$ cat src/rtl/lane_demux_loader.sv
// Steers one 64-bit lane per accepted transfer into the next of 12 lane registers.
// A full or in_last-terminated block is then held on block_out until block_ready.
module lane_demux_loader #(
    parameter int LANE_W    = 64,
    parameter int NUM_LANES = 12,
    parameter int IDX_W     = 4
) (
    input  logic                        clk,
    input  logic                        rst,
    input  logic [LANE_W-1:0]           in_lane,
    input  logic                        in_valid,
    input  logic                        in_last,
    output logic                        in_ready,
    output logic [LANE_W*NUM_LANES-1:0] block_out,
    output logic                        block_valid,
    input  logic                        block_ready,
    output logic [IDX_W-1:0]            lane_count
);

    localparam logic [IDX_W-1:0] NUM_LANES_L = IDX_W'(NUM_LANES);
    localparam logic [IDX_W-1:0] LAST_IDX    = IDX_W'(NUM_LANES - 1);

    typedef enum logic {
        S_FILL = 1'b0,
        S_HOLD = 1'b1
    } state_t;

    state_t             r_state;
    state_t             w_state_nxt;
    logic [IDX_W-1:0]   r_idx;
    logic [IDX_W-1:0]   r_lane_count;
    logic [LANE_W-1:0]  r_lane [NUM_LANES];

    logic               w_xfer;
    logic               w_done;
    logic               w_release;
    logic [IDX_W-1:0]   w_idx_eff;
    logic [IDX_W-1:0]   w_idx_inc;

    // An out-of-range index is treated as lane 0 so no word is ever dropped.
    assign w_idx_eff = (r_idx < NUM_LANES_L) ? r_idx : '0;
    assign w_idx_inc = w_idx_eff + IDX_W'(1);

    always_ff @(posedge clk or posedge rst) begin
        if (rst) begin
            r_state <= S_FILL;
        end else begin
            r_state <= w_state_nxt;
        end
    end

    always_comb begin
        w_state_nxt = r_state;
        w_xfer      = 1'b0;
        w_done      = 1'b0;
        w_release   = 1'b0;
        case (r_state)
            S_FILL: begin
                w_xfer = in_valid;
                if (in_valid && ((w_idx_eff == LAST_IDX) || in_last)) begin
                    w_done      = 1'b1;
                    w_state_nxt = S_HOLD;
                end
            end
            S_HOLD: begin
                if (block_ready) begin
                    w_release   = 1'b1;
                    w_state_nxt = S_FILL;
                end
            end
            default: begin
                w_state_nxt = S_FILL;
            end
        endcase
    end

    // Leaving HOLD clears every lane, so unwritten lanes of a short block read as 0.
    always_ff @(posedge clk or posedge rst) begin
        if (rst) begin
            for (int k = 0; k < NUM_LANES; k++) begin
                r_lane[k] <= '0;
            end
        end else if (w_release) begin
            for (int k = 0; k < NUM_LANES; k++) begin
                r_lane[k] <= '0;
            end
        end else if (w_xfer) begin
            for (int k = 0; k < NUM_LANES; k++) begin
                if (w_idx_eff == IDX_W'(k)) begin
                    r_lane[k] <= in_lane;
                end
            end
        end
    end

    always_ff @(posedge clk or posedge rst) begin
        if (rst) begin
            r_idx        <= '0;
            r_lane_count <= '0;
        end else if (w_release) begin
            r_idx        <= '0;
            r_lane_count <= '0;
        end else if (w_done) begin
            r_idx        <= '0;
            r_lane_count <= w_idx_inc;
        end else if (w_xfer) begin
            r_idx        <= w_idx_inc;
        end else if (r_idx >= NUM_LANES_L) begin
            r_idx        <= '0;
        end
    end

    assign in_ready    = (r_state == S_FILL);
    assign block_valid = (r_state == S_HOLD);
    assign lane_count  = r_lane_count;

    for (genvar g = 0; g < NUM_LANES; g++) begin : g_block_out
        assign block_out[g*LANE_W +: LANE_W] = r_lane[g];
    end

endmodule

$ cat config.mk
export PLATFORM = sky130hd
export DESIGN_NAME = lane_demux_loader
export DESIGN_NICKNAME = d
export VERILOG_FILES = /design/src/rtl/lane_demux_loader.sv
export SDC_FILE = /design/constraint.sdc
export NUM_CORES = 1
export LEC_CHECK = 0
export CORE_MARGIN = 4
export CORE_UTILIZATION = 25
export CTS_CLUSTER_DIAMETER = 50
export DETAILED_ROUTE_END_ITERATION = 8
export MAX_ROUTING_LAYER = met4
export PLACE_DENSITY = 0.44
export RECOVER_POWER = 50
export SYNTH_ARGS = -nofsm -noshare
export SYNTH_HDL_FRONTEND = slang
export SYNTH_SLANG_ARGS = --single-unit
$ cat constraint.sdc
create_clock -name clk -period 43.9 [get_ports clk]
set_clock_uncertainty 0.1 [all_clocks]
set_input_delay 6.585 -clock clk [delete_from_list [all_inputs] [get_ports clk]]
set_output_delay 6.585 -clock clk [all_outputs]
set_load 0.01 [all_outputs]
==> qor.log, run 1 <==
qor: layout.post_route_cells_drive_above_1_share 5.88%
qor: grt.grt_max_degree 182
qor: floorplanning.die-height 366 um
qor: cts.worstSkewPairLatency 0.72 ns
qor: timing.min_period 15.58 ns
qor: synthesis.synthTopCellsByCount 1542 x sky130_fd_sc_hd__nand2_1, 777 x sky130_fd_sc_hd__dfrtp_1, 769 x sky130_fd_sc_hd__a21oi_1
qor: timing.tightest_slew 5.48 ns
qor: layout.area_growth_from_synthesis_to_final_layout 38.9%
qor: timing.rsz0062_at_grt false
qor: cts.htree_levels 3
qor: grt.grt_antenna_before_repair 6
qor: pwr.cellInternalPower 1.48 mW
qor: route.dr.pass1.iters 5
qor: critical_path.r2r_slack 34.59 ns
qor: pwr.static-leakage-power 21.0 nW
qor: floorplanning.placeableCoreArea 0.128 mm^2
qor: synthesis.post_synth_instance_area 0.0320 mm^2
qor: critical_path.largest_stage_delay_on_the_critical_path 3.02 ns
qor: worst_hold_path.hold_start block_out[159]$_DFFE_PP0P_
qor: layout.finalNetCount 4232
qor: critical_path.worst_setup_path_end_kind asynchronous set/reset pin
qor: floorplanning.row_count 131
qor: synthesis.synth_simple_gate_area_share 18.9%
qor: critical_path.critical_path_buf_inv_count 6
qor: critical_path.cp_launch_type input port
qor: synthesis.synth.mux.area_fraction 0.125%
qor: timing.timing.max_slew.rel_slack -268%
qor: synthesis.compound_cell_area_share_of_the_yosys_netlist 12.1%
qor: run_status.outcome finished with violations
qor: pwr.switching_share 27.7%
qor: cts.clock-root-buffer sky130_fd_sc_hd__clkbuf_16
qor: synthesis.leading_post_synthesis_cells_by_cell_area sky130_fd_sc_hd__dfrtp_1 61%, sky130_fd_sc_hd__nand2_1 18%, sky130_fd_sc_hd__a21oi_1 12%
qor: place.post-dp-hpwl 93.9 mm
qor: layout.fin_cells 5915
qor: cts.clockBufferDepth 3
qor: route.detail_route.vias_per_cell 4.61
qor: cts.cts_tree yes
qor: synthesis.synthDominantAreaCellType sky130_fd_sc_hd__dfrtp_1
qor: synthesis.netlist-cell-type-count 29
qor: timing.sum_of_negative_setup_slack 0 ns
qor: pwr.ir_drop 0.0000307 V
qor: timing.report.final.slew_viol_count 694
qor: critical_path.timing.critical_path.required 44.51 ns
qor: critical_path.critical_path.slowest_cell sky130_fd_sc_hd__clkinvlp_2
qor: cts.clkSinkCount 777
qor: grt.grt_remaining_overflow 0
qor: synthesis.post_synth_inst_count 3469
qor: synthesis.yosysWarningCount 0
qor: cts.post_cts_resize_count 0
qor: place.gp_routability_congestion 0.781
qor: synthesis.yosysSeqAreaShare 60.7%
qor: run_status.failed_checks capacitance limit, slew limit
qor: synthesis.syn_area_per_cell 9.24 um^2
qor: pwr.share_seq_of_total_power 39.0%
qor: route.antenna_left 0
qor: synthesis.synth_top_cell_area_share 60.7%
qor: pwr.power.net_switching 0.569 mW
qor: timing.fin_crit_sh 35.5%
qor: grt.grt_use_total 22.1%
qor: synthesis.synthArstFlopShare 100%
qor: grt.number_of_global_route_vias_before_repair 26700
qor: synthesis.synth_register_bits 777
qor: critical_path.r2r-start block_valid$_DFF_PP0_
qor: synthesis.synth-edff-count 0
qor: critical_path.path_cells dlygate4sd3_1 -> clkinvlp_2 -> clkbuf_1 -> clkbuf_1 -> buf_4 -> buf_4
qor: grt.grt_pass1_wl 211 mm
qor: floorplanning.dieWidth 366 um
qor: floorplanning.ios 843
qor: critical_path.critical_path.startpoint rst
qor: critical_path.kind_of_critical_path input port to asynchronous set/reset pin
qor: critical_path.critical_path_peak_fanout 114
qor: floorplanning.floorplan.die_area 0.134 mm^2
qor: synthesis.synth-adder-area-share 0.312%
qor: worst_hold_path.min_path_type register to register
qor: timing.finalSetupViolations 0
qor: route.first_iter_violations 2503
qor: synthesis.synthesized_area_fraction_occupied_by_xor_and_xnor_cells 0.0273%
qor: pwr.clock_power_share 47.0%
qor: place.buffer_ports.inserted 842
qor: route.drc 0
qor: place.placed_insts 5701
qor: pwr.comb_power_share 14.0%
qor: cts.post_cts_buffers 0
qor: timing.final-hold-violation-count 0
qor: route.detail_route.wl_per_cell 25.0 um
qor: cts.cts_hold_repair.buffers 0
qor: flow_run.cap_violations 11
qor: timing.achievable-frequency 64.2 MHz
qor: synthesis.synth.most_common_cell sky130_fd_sc_hd__nand2_1
qor: route.routed-via-count 27300
qor: pwr.cellPowerDensity 46.1 mW/mm^2
qor: critical_path.cp.arrival 16.19 ns
qor: cts.cts_inserted_buffers 114
qor: route.drt_total_wl 148 mm
qor: synthesis.synth_nets 3546
qor: cts.path_clk_slew 0.05 ns
qor: synthesis.synth_top_family_by_area simple AND/OR/NAND/NOR gates
qor: floorplanning.floorplan.initialDensity 25.1%
qor: critical_path.crit_family buffers and inverters
qor: synthesis.synth_flop_cell sky130_fd_sc_hd__dfrtp_1
flip-flops by register name, indices dropped and copies added (netlist names):
name	count
block_out	768
r_idx	4
block_valid	1
lane_count	4
stage by stage:
stage | total power, mW | area, um^2 | utilization, % | hold slack (ns) | worst slack (ns)
final | 2.05 | 44500 | 34.9 | 0.413 | 28.32
after global routing | 2.13 | 44500 | 34.9 | 0.427 | 26.41
after CTS | 2.10 | 44600 | 34.9 | 0.421 | 33.48
after detailed placement | 1.13 | 40600 | 31.8 | 0.414 | 32.69
after global placement | 1.13 | 40600 | 31.8 | 0.408 | 32.64
after floorplan | 0.944 | 32000 | - | 0.406 | 15.40
per-layer routing:
layer  vias to the layer above  track usage (%)  share of wire, %  routed length [um]
met3                       194             6.43               7.4               10900
met1                     13600             27.3                42               61900
li1                      12500                -                 -                   -
met4                         0             6.27               2.9                4310
met2                       935             35.2                48               70800
met5                         -                -                 0                   0
area by class of cell:
class	count	area, um^2
Fill cell	13100	83000
Sequential cell	777	19400
Multi-Input combinational cell	2361	10100
Timing Repair Buffer	894	8830
Clock buffer	150	3190
Tap cell	1662	2080
Clock inverter	62	805
Inverter	7	27.5
Antenna cell	2	5.00
power groups by stage:
stage	Combinational [mW]	Clock [mW]	Sequential [mW]
after global placement	0.312	0	0.814
after floorplan	0.107	0	0.837
final	0.287	0.963	0.801
after CTS	0.313	0.987	0.803
after global routing	0.310	1.02	0.807
after detailed placement	0.312	0	0.815
final timing paths:
kind	end	cells past startpoint
worst max-delay path	block_out[404]$_DFFE_PP0P_	6
worst min-delay path	block_out[159]$_DFFE_PP0P_	2
worst max register to register	block_out[576]$_DFFE_PP0P_	5
worst min register to register	block_out[159]$_DFFE_PP0P_	2
max in group clk	block_out[576]$_DFFE_PP0P_	6
min in group asynchronous	block_out[675]$_DFFE_PP0P_	2
cells in the final DEF (no fill, tap or decap), types with 2 or more instances in the layout:
master	count
sky130_fd_sc_hd__nand2_1	1542
sky130_fd_sc_hd__dfrtp_1	777
sky130_fd_sc_hd__dlygate4sd3_1	775
sky130_fd_sc_hd__a21oi_1	769
sky130_fd_sc_hd__clkbuf_16	115
sky130_fd_sc_hd__clkdlybuf4s50_1	67
sky130_fd_sc_hd__buf_4	42
sky130_fd_sc_hd__clkbuf_1	24
sky130_fd_sc_hd__clkinv_2	21
sky130_fd_sc_hd__clkbuf_8	18
sky130_fd_sc_hd__bufinv_16	15
sky130_fd_sc_hd__nand4b_1	12
sky130_fd_sc_hd__inv_6	12
sky130_fd_sc_hd__and4b_4	8
sky130_fd_sc_hd__ha_1	8
sky130_fd_sc_hd__inv_1	6
sky130_fd_sc_hd__clkinvlp_4	6
sky130_fd_sc_hd__mux2i_1	4
sky130_fd_sc_hd__clkinv_4	4
sky130_fd_sc_hd__and4b_1	3
sky130_fd_sc_hd__buf_12	3
sky130_fd_sc_hd__diode_2	2
sky130_fd_sc_hd__nor2b_1	2
sky130_fd_sc_hd__o21ai_0	2
sky130_fd_sc_hd__clkinv_8	2
worst register-to-register path: cells and delay by family (launching register included):
kind	cells	cell delay (ns)
flip-flops	1	0.90
AO/OA/AOI/OAI	1	0.21
AND/OR/NAND/NOR	1	2.99
buffers and inverters	3	4.96
cells by family after synthesis:
family,count (synthesis)
flip-flops,777
multiplexers,4
AND/OR/NAND/NOR,1574
AO/OA/AOI/OAI,774
adder cells (fa/ha/maj),8
XOR/XNOR,1
buffers and inverters,331
Power figures use the tool's default switching activity.
==> run 2, diff against run 1 <==
==> constraint.sdc (replaced) <==
create_clock -name clk -period 16 [get_ports clk]
set_clock_uncertainty 0.1 [all_clocks]
set_input_delay 2.4 -clock clk [delete_from_list [all_inputs] [get_ports clk]]
set_output_delay 2.4 -clock clk [all_outputs]
set_load 0.01 [all_outputs]
==> qor.log, run 2 (synthesis gave the netlist of run 1 again) <==
qor: run_status.outcome finished with violations
qor: run_status.failed_checks capacitance limit, slew limit
qor: grt.grt_pass1_wl 211 mm
qor: critical_path.r2r_slack 8.18 ns
qor: cts.clockBufferDepth 3
qor: cts.cts_hold_repair.buffers 0
qor: grt.number_of_global_route_vias_before_repair 26800
qor: timing.final-hold-violation-count 0
qor: place.placed_insts 5698
qor: cts.clkSinkCount 777
qor: place.placement.cell_area 0.0406 mm^2
qor: cts.cts_tree yes
qor: route.dr.pass1.iters 5
qor: place.post-dp-hpwl 93.8 mm
qor: timing.fin_crit_sh 57.0%
qor: route.dr_wl_met3 11.6 mm
qor: cts.worstSkewPairLatency 0.71 ns
qor: critical_path.regToRegEndpoint block_out[2]$_DFFE_PP0P_
qor: pwr.report.power.total 5.56 mW
qor: critical_path.worst_r2r_path_depth 5
qor: cts.htree_levels 3
qor: grt.grt_remaining_overflow 0
qor: timing.timing.max_slew.rel_slack -212%
qor: grt.grt_use_total 22.1%
qor: cts.post_cts_resize_count 0
qor: critical_path.cp_launch_type input port
qor: worst_hold_path.hold-path-endpoint block_out[282]$_DFFE_PP0P_
qor: timing.setup_ws 6.88 ns
qor: layout.layout.cell_area.non_filler 0.0444 mm^2
qor: layout.num-fill-cells 13100
qor: pwr.share_seq_of_total_power 39.5%
qor: critical_path.timing.critical_path.required 16.46 ns
qor: worst_hold_path.hold_start block_out[282]$_DFFE_PP0P_
qor: route.route.top_layer_used met4
qor: route.first_iter_violations 2423
qor: critical_path.r2r-start block_valid$_DFF_PP0_
qor: layout.area_growth_from_synthesis_to_final_layout 38.5%
qor: pwr.cellInternalPower 4.00 mW
qor: layout.post_route_cells_drive_above_1_share 5.73%
qor: route.m1WireLength 61.5 mm
qor: pwr.static-leakage-power 20.7 nW
qor: layout.largest_register_ff_count 768
qor: place.pre_cts_slack 9.06 ns
qor: route.routed-via-count 27400
qor: route.drt_total_wl 148 mm
qor: grt.grt_antenna_before_repair 7
qor: timing.achievable-frequency 110 MHz
qor: critical_path.critical_path_peak_fanout 95
qor: pwr.clock_power_share 46.2%
qor: layout.fin_cells 5908
qor: cts.clock-root-buffer sky130_fd_sc_hd__clkbuf_16
qor: floorplanning.floorplan.initialDensity 25.1%
qor: floorplanning.placeableCoreArea 0.128 mm^2
qor: pwr.ir_drop 0.0000771 V
qor: route.antenna_left 0
qor: timing.min_period 9.12 ns
qor: timing.timing.hold.ws 0.414 ns
qor: cts.path_clk_slew 0.06 ns
qor: cts.post_cts_buffers 0
qor: critical_path.cp.arrival 9.58 ns
qor: floorplanning.dieWidth 366 um
qor: route.detail_route.wl_per_cell 25.0 um
qor: layout.final_core_utilization 34.8%
qor: timing.report.final.slew_viol_count 269
qor: layout.finalNetCount 4224
qor: route.drc 0
qor: grt.grt_max_degree 175
qor: pwr.switching_share 28.0%
qor: pwr.comb_power_share 14.3%
qor: worst_hold_path.hold-path-cell-count 2
qor: floorplanning.die-height 366 um
qor: critical_path.kind_of_critical_path input port to register
qor: floorplanning.ios 843
qor: route.wl_met2 68.3 mm
qor: route.detail_route.vias_per_cell 4.64
qor: floorplanning.row_count 131
qor: critical_path.worst_setup_path_end_kind register
qor: layout.mostFrequentLayoutCells 1542 x sky130_fd_sc_hd__nand2_1, 777 x sky130_fd_sc_hd__dfrtp_1, 769 x sky130_fd_sc_hd__a21oi_1, 720 x sky130_fd_sc_hd__dlygate4sd3_1, 122 x sky130_fd_sc_hd__clkdlybuf4s50_1
qor: timing.rsz0062_at_grt false
qor: pwr.power.net_switching 1.56 mW
qor: floorplanning.floorplan.die_area 0.134 mm^2
qor: place.buffer_ports.inserted 842
qor: worst_hold_path.min_path_type register to register
qor: flow_run.cap_violations 6
qor: timing.tightest_slew 4.68 ns
qor: place.gp_routability_congestion 0.784
qor: pwr.cellPowerDensity 125 mW/mm^2
qor: timing.finalSetupViolations 0
qor: cts.cts_inserted_buffers 109
qor: timing.sum_of_negative_setup_slack 0 ns
qor: layout.mostFrequentLayoutCell sky130_fd_sc_hd__nand2_1
## run 2: power groups by stage
stage	Sequential, mW	Clock (mW)	Combinational [mW]
2_1_floorplan	2.30	0	0.294
6_report	2.20	2.57	0.793
3_5_place_dp	2.24	0	0.858
5_1_grt	2.22	2.71	0.857
4_1_cts	2.20	2.63	0.860
3_3_place_gp	2.23	0	0.859
## run 2: layout make-up
type,instances,area [um^2],area share [%]
sequential,777,19400,43.8
multi-input combinational,2361,10100,22.8
timing repair buffer,891,8850,19.9
clock buffer,138,2970,6.68
tap,1662,2080,4.68
clock inverter,66,876,1.97
inverter,7,27.5,0.0620
antenna,6,15.0,0.0338
## run 2: worst max-delay path by stage
stage	start	end	slack (ns)	cells past startpoint
6_report	block_ready	block_out[2]$_DFFE_PP0P_	6.88	6
5_1_grt	block_ready	block_out[505]$_DFFE_PP0P_	6.32	6
4_1_cts	block_ready	block_out[444]$_DFFE_PP0P_	9.86	6
3_5_place_dp	block_ready	block_out[444]$_DFFE_PP0P_	9.06	6
3_3_place_gp	block_ready	block_out[514]$_DFFE_PP0P_	9.10	6
2_1_floorplan	rst	block_out[0]$_DFFE_PP0P_	2.84	1
## run 2: critical path, stage by stage
cell and delay, ns:
sky130_fd_sc_hd__dlygate4sd3_1 0.58, sky130_fd_sc_hd__and2_0 3.34, sky130_fd_sc_hd__buf_4 1.08, sky130_fd_sc_hd__buf_4 0.89
sky130_fd_sc_hd__buf_4 0.93, sky130_fd_sc_hd__a21oi_1 0.11
## run 2: metal layers
layer / track usage, % / up-vias
met5: - / -
met4: 8.98 / 0
met3: 6.07 / 218
met2: 33.8 / 1035
met1: 27.8 / 13700
li1: - / 12500
